===== config.mk =====
export PLATFORM = sky130hd
export DESIGN_NAME = rr_grant_arbiter
export DESIGN_NICKNAME = d
export VERILOG_FILES = /design/src/rtl/rr_grant_arbiter.sv
export SDC_FILE = /design/constraint.sdc
export NUM_CORES = 1
export LEC_CHECK = 0
export ABC_AREA = 1
export BUFFER_PORTS_ARGS = -buffer_cell sky130_fd_sc_hd__buf_2
export CORE_ASPECT_RATIO = 2
export CORE_UTILIZATION = 45
export DETAILED_ROUTE_END_ITERATION = 16
export GPL_TIMING_DRIVEN = 0
export MAX_ROUTING_LAYER = met4
export PLACE_DENSITY = 0.66
export REMOVE_ABC_BUFFERS = 1
export SLEW_MARGIN = 20
export SYNTH_ARGS = -nofsm -noshare
export SYNTH_HDL_FRONTEND = slang
export SYNTH_SLANG_ARGS = --single-unit

===== constraint.sdc =====
create_clock -name clk -period 3.1 [get_ports clk]
set_input_delay 0.62 -clock clk [delete_from_list [all_inputs] [get_ports clk]]
set_output_delay 0.62 -clock clk [all_outputs]
set_load 0.05 [all_outputs]

===== src/rtl/rr_grant_arbiter.sv =====
// ----------------------------------------------------------------------------
// rr_grant_arbiter
//
// Purpose:
//   Round-robin arbiter with a locking grant. One requester is granted at a
//   time. The grant is registered, one-hot and held until the consumer acks,
//   or until the optional hold timer expires. After a release, priority
//   rotates to the index just past the winner. Re-arbitration happens in the
//   release cycle, so a waiting requester is granted without an idle bubble.
//
// Parameters:
//   NUM_REQ  number of requesters (>= 2, need not be a power of two)
//   TIMEOUT  maximum grant hold in cycles without ack; 0 disables the timer
//   PTR_W    width of the priority pointer (derived, do not override)
//
// Ports:
//   clk          in   rising-edge clock
//   rst_n        in   asynchronous active-low reset
//   req          in   request vector, bit i = requester i
//   ack          in   consumer done with the current grant (ignored when idle)
//   grant        out  registered one-hot grant, all-zero when idle
//   grant_valid  out  registered, always equal to |grant
//   timeout      out  1-cycle pulse: the previous grant was revoked by the timer
//   state_dbg    out  FSM state for debug (0 = IDLE, 1 = BUSY)
//
// Handshake:
//   grant/grant_valid act as valid; ack acts as a one-cycle "done" strobe that
//   is only sampled while grant_valid=1. The grant never changes while
//   grant_valid=1 unless ack=1 or the hold timer fires in that same cycle.
// ----------------------------------------------------------------------------
module rr_grant_arbiter #(
    parameter int NUM_REQ = 8,
    parameter int TIMEOUT = 0,
    parameter int PTR_W   = $clog2(NUM_REQ)
) (
    input  logic               clk,
    input  logic               rst_n,
    input  logic [NUM_REQ-1:0] req,
    input  logic               ack,
    output logic [NUM_REQ-1:0] grant,
    output logic               grant_valid,
    output logic               timeout,
    output logic               state_dbg
);

    typedef enum logic {
        IDLE = 1'b0,
        BUSY = 1'b1
    } state_t;

    state_t             state;
    logic [PTR_W-1:0]   ptr;

    logic [PTR_W-1:0]   gidx;
    logic [PTR_W-1:0]   next_ptr;
    logic [PTR_W-1:0]   arb_ptr;
    logic [PTR_W-1:0]   win_idx;
    logic [NUM_REQ-1:0] win_vec;
    logic               any_req;
    logic               rel_ev;
    logic               to_fire;

    assign state_dbg = (state == BUSY);
    assign any_req   = |req;

    // Binary index of the bit currently granted (grant is one-hot or zero).
    always_comb begin
        gidx = '0;
        for (int i = 0; i < NUM_REQ; i++) begin
            if (grant[i]) begin
                gidx = PTR_W'(i);
            end
        end
    end

    // Explicit wrap so non-power-of-two NUM_REQ works.
    assign next_ptr = (gidx == PTR_W'(NUM_REQ - 1)) ? '0 : gidx + 1'b1;

    // A release ends the current grant: ack wins over the timer.
    assign rel_ev  = (state == BUSY) && (ack || to_fire);

    // On a release, arbitrate with the rotated pointer in the same cycle.
    assign arb_ptr = rel_ev ? next_ptr : ptr;

    // Scan ptr, ptr+1, ... (mod NUM_REQ) and take the first active request.
    always_comb begin
        logic [PTR_W:0] idx_ext;
        logic           found;
        win_idx = '0;
        found   = 1'b0;
        idx_ext = '0;
        for (int k = 0; k < NUM_REQ; k++) begin
            idx_ext = {1'b0, arb_ptr} + (PTR_W+1)'(k);
            if (idx_ext >= (PTR_W+1)'(NUM_REQ)) begin
                idx_ext = idx_ext - (PTR_W+1)'(NUM_REQ);
            end
            if (!found && req[idx_ext[PTR_W-1:0]]) begin
                found   = 1'b1;
                win_idx = idx_ext[PTR_W-1:0];
            end
        end
    end

    assign win_vec = {{(NUM_REQ-1){1'b0}}, 1'b1} << win_idx;

    // Hold timer. Counts cycles the current grant has been held; it is
    // cleared while idle and on every release so each new grant starts at 0.
    generate
        if (TIMEOUT > 0) begin : g_timer
            localparam int CNT_W = $clog2(TIMEOUT + 1);
            logic [CNT_W-1:0] hold_cnt;

            always_ff @(posedge clk or negedge rst_n) begin
                if (!rst_n) begin
                    hold_cnt <= '0;
                end else if (state == IDLE || rel_ev) begin
                    hold_cnt <= '0;
                end else if (hold_cnt != {CNT_W{1'b1}}) begin
                    hold_cnt <= hold_cnt + 1'b1;
                end
            end

            // Fires on the last permitted hold cycle; suppressed by ack.
            assign to_fire = (state == BUSY) && !ack &&
                             (hold_cnt == CNT_W'(TIMEOUT - 1));
        end else begin : g_no_timer
            assign to_fire = 1'b0;
        end
    endgenerate

    // Main FSM with registered outputs.
    always_ff @(posedge clk or negedge rst_n) begin
        if (!rst_n) begin
            state       <= IDLE;
            ptr         <= '0;
            grant       <= '0;
            grant_valid <= 1'b0;
            timeout     <= 1'b0;
        end else begin
            case (state)
                IDLE: begin
                    timeout <= 1'b0;
                    if (any_req) begin
                        state       <= BUSY;
                        grant       <= win_vec;
                        grant_valid <= 1'b1;
                    end
                end
                BUSY: begin
                    if (rel_ev) begin
                        ptr     <= next_ptr;
                        timeout <= to_fire;
                        if (any_req) begin
                            grant       <= win_vec;
                            grant_valid <= 1'b1;
                        end else begin
                            state       <= IDLE;
                            grant       <= '0;
                            grant_valid <= 1'b0;
                        end
                    end else begin
                        timeout <= 1'b0;
                    end
                end
                default: begin
                    state       <= IDLE;
                    grant       <= '0;
                    grant_valid <= 1'b0;
                    timeout     <= 1'b0;
                end
            endcase
        end
    end

endmodule

# Word level (Yosys, flattened, before mapping)
# Index checks and enable logic that the tools add are counted.
# classes
reduce_logical	17
n_bitwise	1
add_sub_neg	16
n_eq_ne	3
shifts	1
n_mux	58
order_cmp	16
# op_table
op	count
$mux 3	22
$lt 3x4->1 const B	8
$ge 4x4->1 const B	7
$bmux 1 s3	8
$mux 8	3
$sub 3x1->3 const B	8
$mux 1	20
$add 3x3->4 const B	4
$pmux 8 s2	1
$add 3x2->4 const B	2
$logic_and 1x1->1	8
$reduce_or 8->1	1
$shl 1x3->8 const A	1
$logic_not 1->1	7
$add 3x1->4 const B	1
$ge 3x4->1 const B	1
$mux 2	2
$pmux 1 s2	2
$add 3x1->3 const B	1
$eq 3x3->1 const B	1
$ne 2x1->1 const B	1
$ne 2x2->1 const B	1
$reduce_and 2->1	1
$not 1->1	1
# totals
word_cells	116
inputBits	11
reg_bits	13

# Logic depth before layout (Yosys ltp)
# logic_depth
depth_word	40
ltp_mapped	30
depth_no_buf	28

# Worst setup path before layout
# No wires, ideal clock.
# synth_path
path_type	reg2reg
startpoint	reg grant[2]
endpoint	reg grant[0]
path_slack_ps	-443
stages_incl_launch_ff	28
t_arrival_ps	3425
n_path_buf	2
path_cell_list	dfrtp_1 inv_1 nand2_1 nand2_1 nand2_1 nand2_1 nand2_2 nand2_1 ha_1 inv_1 o21ai_2 inv_2 buf_2 ha_1 buf_2 inv_1 nand3_1 nand3_1 nand2_2 nand3_4 nor2_8 nand3_2 nor2_4 nand2_1 nand3_2 inv_1 nand2_1 nand2_1
# synth_between
elab_chain_len	39
# synth_lines
item	line_no	source
start: declaration	40	output logic [NUM_REQ-1:0] grant,
start signal: assignment	145	grant <= win_vec;
start signal: assignment	154	grant <= win_vec;
$mux 2 * (2 in series)	70	if (grant[i]) begin
$mux 3 * (4 in series)	70	
$add 3x1->3 or $eq 3x3->1 (tied branches)	77	assign next_ptr = (gidx == PTR_W'(NUM_REQ - 1)) ? '0 : gidx + 1'b1;
$mux 3 *	77	
$mux 3 *	--	
branches (longest 25 deep; another with $add 3x1->4)	--	
$mux 3 *	97	if (!found && req[idx_ext[PTR_W-1:0]]) begin
$shl 1x3->8 *	104	assign win_vec = {{(NUM_REQ-1){1'b0}}, 1'b1} << win_idx;
$mux 8	153	if (any_req) begin
$mux 8	150	if (rel_ev) begin
$pmux 8 s2 *	140	case (state)
# Mark *: on every way between the ends. The select of a mux whose other input is x is not followed.
# A chain may end at the register's enable or synchronous reset.

# Final worst setup path
# layout_path
startpoint	reg grant[2]
endpoint	reg grant[5]
# The elaborated chain is that of the path after synthesis.

==> impl_metrics.yaml <==
outcome:
  status: "finished, violations left"
  failed_checks: "setup timing"
synthesis:
  netlist_instances: 272
  ys_types: 31
  synth_flop_cell: "dfrtp_1"
  async_flop_share: 1.00
  ys_ff_latch: 13
  yosysWarnings: 0
  syn_area_per_cell_sq_um: 6.41
  synth_edf_count: 0
  seq_area_frac_synth: 0.187
  synth_area_sq_um: 1740
worst_setup_path:
  startpoint_type: "flop"
  critPathRequiredTime_ns: 3.27
  path_common_cell: "nand2_1"
  cp_max_fo: 4
  cp_num_buf_inv: 6
  reg2reg_slack_ns: -0.21
  crit_path_max_incr_delay_ns: 0.39
  worstPathArrival_ns: 3.48
  path_class: "reg2reg"
  critPathCaptureType: "flop"
  slowest_stage: "dfrtp_1"
  crit_family: "simple AND/OR/NAND/NOR gates"
  crit_chain: "buf_4, o21ai_2, nand3_1, ha_4, inv_2, o21ai_4, inv_6, ha_4, clkinvlp_4, buf_6, nand3_4, nand3_2, nand2_4, inv_4, nor2_4, nand2_1, nand3_1, nand2_1, nand2_1, nand2_2, nand2_2, nand2_4, o21bai_2"
sta:
  min_period_ns: 3.31
  slew_viol_final: 0
  finalHoldWorstSlack_ns: 0.253
  rsz0062_at_grt: "yes"
  fin_ws_ns: -0.208
  fmax_mhz: 302
  finalHoldViolations: 0
  skew_ns: 0.00353
  setup_viol: 8
  period_share: 1.07
cells_and_area:
  layout-drive-gt1-share: 0.414
  fillers: 387
  layout_common_cells: "nand2_1, nand3_1, inv_1"
  mostFrequentLayoutCell: "nand2_1"
  nNetsFinal: 319
  diodes: 0
  area_delta_synth_final_pct: 27.3
clock_tree:
  cts.sinks: 13
  htree_levels: 1
  cts_tree: "done"
  path_clk_slew_ns: 0.06
  numCtsBuffers: 3
  cts_max_path_buffers: 2
  clock-root-buffer: "clkbuf_8"
  clk_latency_ns: 0.25
global_route:
  grt_max_degree: 16
  grt_pass1_vias: 1956
  grt_pass1_wl_um: 8560
  grt_util_all_layers: 0.283
  antenna_found_initial: 0
  overflow: 0
detailed_routing:
  drtPass1Iterations: 4
  drt_iter0_markers: 80
  via_count: 1904
  drt-wirelength-per-cell_um: 14.7
  drtAntennaViolNets: 0
  drt-total-wl_um: 5180
  drc_errors: 0
  drt-vias-per-instance: 5.39
place:
  gp_congestion: 0.944
  hpwl_um: 3720
  port_buffers: 20
floorplan:
  chipHeight_um: 90.0
  die_area_sq_um: 4140
  rows: 31
  fp.coreArea_sq_um: 3650
  die_w_um: 46.0
  io_pins: 22
  floorplan.initialDensity: 0.478
min_path:
  min_path_type: "in2async"
job:
  drv_cap: 0
## per-layer routing
metal | vias up | global-route usage | routed length (um)
li1 | 938 | - | -
met1 | 880 | 0.254 | 1690
met2 | 63 | 0.514 | 3060
met3 | 23 | 0.0301 | 167
met4 | 0 | 0.169 | 265
met5 | - | - | 0
## logic make-up after synthesis
family | synth area share
and+or+nand+nor | 0.618
AOI/OAI and AO/OA | 0.0545
other | 0.00215
buffers and inverters | 0.112
DFF | 0.187
adders and majority gates | 0.0215
xor gates and xnor gates | 0.00502
## registers in the layout, summed over array words and instances (netlist names)
signal	flops
ptr	3
state_dbg	1
grant_valid	1
grant	8
## worst reg2reg max path: stages, from the launching register on
cell        delay [ns]
dfrtp_1           0.39
buf_4             0.14
o21ai_2           0.14
nand3_1           0.14
ha_4              0.29
inv_2             0.04
o21ai_4           0.26
inv_6             0.06
ha_4              0.30
clkinvlp_4        0.17
buf_6             0.19
nand3_4           0.08
nand3_2           0.10
nand2_4           0.14
inv_4             0.07
nor2_4            0.11
nand2_1           0.06
nand3_1           0.08
nand2_1           0.05
nand2_1           0.07
nand2_2           0.08
nand2_2           0.10
nand2_4           0.06
o21bai_2          0.13
## through the flow
step	instances	utilization	TNS (ns)	instance area, sq um	setup WS [ns]
4_1_cts	352	0.574	-0.616	2090	-0.0843
2_1_floorplan	265	-	-4.56	1690	-0.591
5_1_grt	353	0.609	-2.47	2220	-0.324
6_report	353	0.609	-1.35	2220	-0.208
3_3_place_gp	334	0.508	-8.16	1850	-1.04
3_5_place_dp	334	0.508	-8.52	1850	-1.09
## cell type report
class | instances | area, sq um | area share
Tap cell | 49 | 61.3 | 0.0276
Sequential cell | 13 | 325 | 0.146
Timing Repair Buffer | 35 | 224 | 0.101
Inverter | 37 | 150 | 0.0676
Multi-Input combinational cell | 215 | 1420 | 0.637
Clock buffer | 4 | 45.0 | 0.0203
## cell usage after synthesis, types with 2 or more instances
cell,n,area share
nand2_1,75,0.16
inv_1,25,0.054
o21bai_2,3,0.019
or2_1,2,0.0072
o21ai_0,2,0.0057
nand4_1,4,0.014
ha_1,3,0.022
nand3_4,2,0.020
nor2_1,16,0.034
inv_2,11,0.024
nor2_4,3,0.019
nor2_2,3,0.011
nand3_1,52,0.15
nand2_2,16,0.057
dfrtp_1,13,0.19
nand3_2,15,0.086
o21ai_2,3,0.015
o21ai_1,4,0.011
nand2_4,5,0.032
buf_2,4,0.011
## what timing repair did
item,4_1_cts,5_1_grt
hold buffers,0,0
setup buffers,14,1
pin swaps,25,15
setup endpoints to repair,8,8
gates resized for setup,23,22
hold endpoints to repair,0,0
## final timing paths
kind                       startpoint           to  depth (start not counted)
setup / recovery             grant[2]     grant[5]                         23
hold / removal                  rst_n  grant_valid                          1
setup reg to reg             grant[2]     grant[5]                         23
hold reg to reg              grant[0]     grant[0]                          2
max in group asynchronous       rst_n     grant[0]                          1
min in group clk             grant[0]     grant[0]                          2
Power is left out: the tool's default activity adds up to more than one toggle a clock period on the data nets, which glitch-free logic cannot reach.
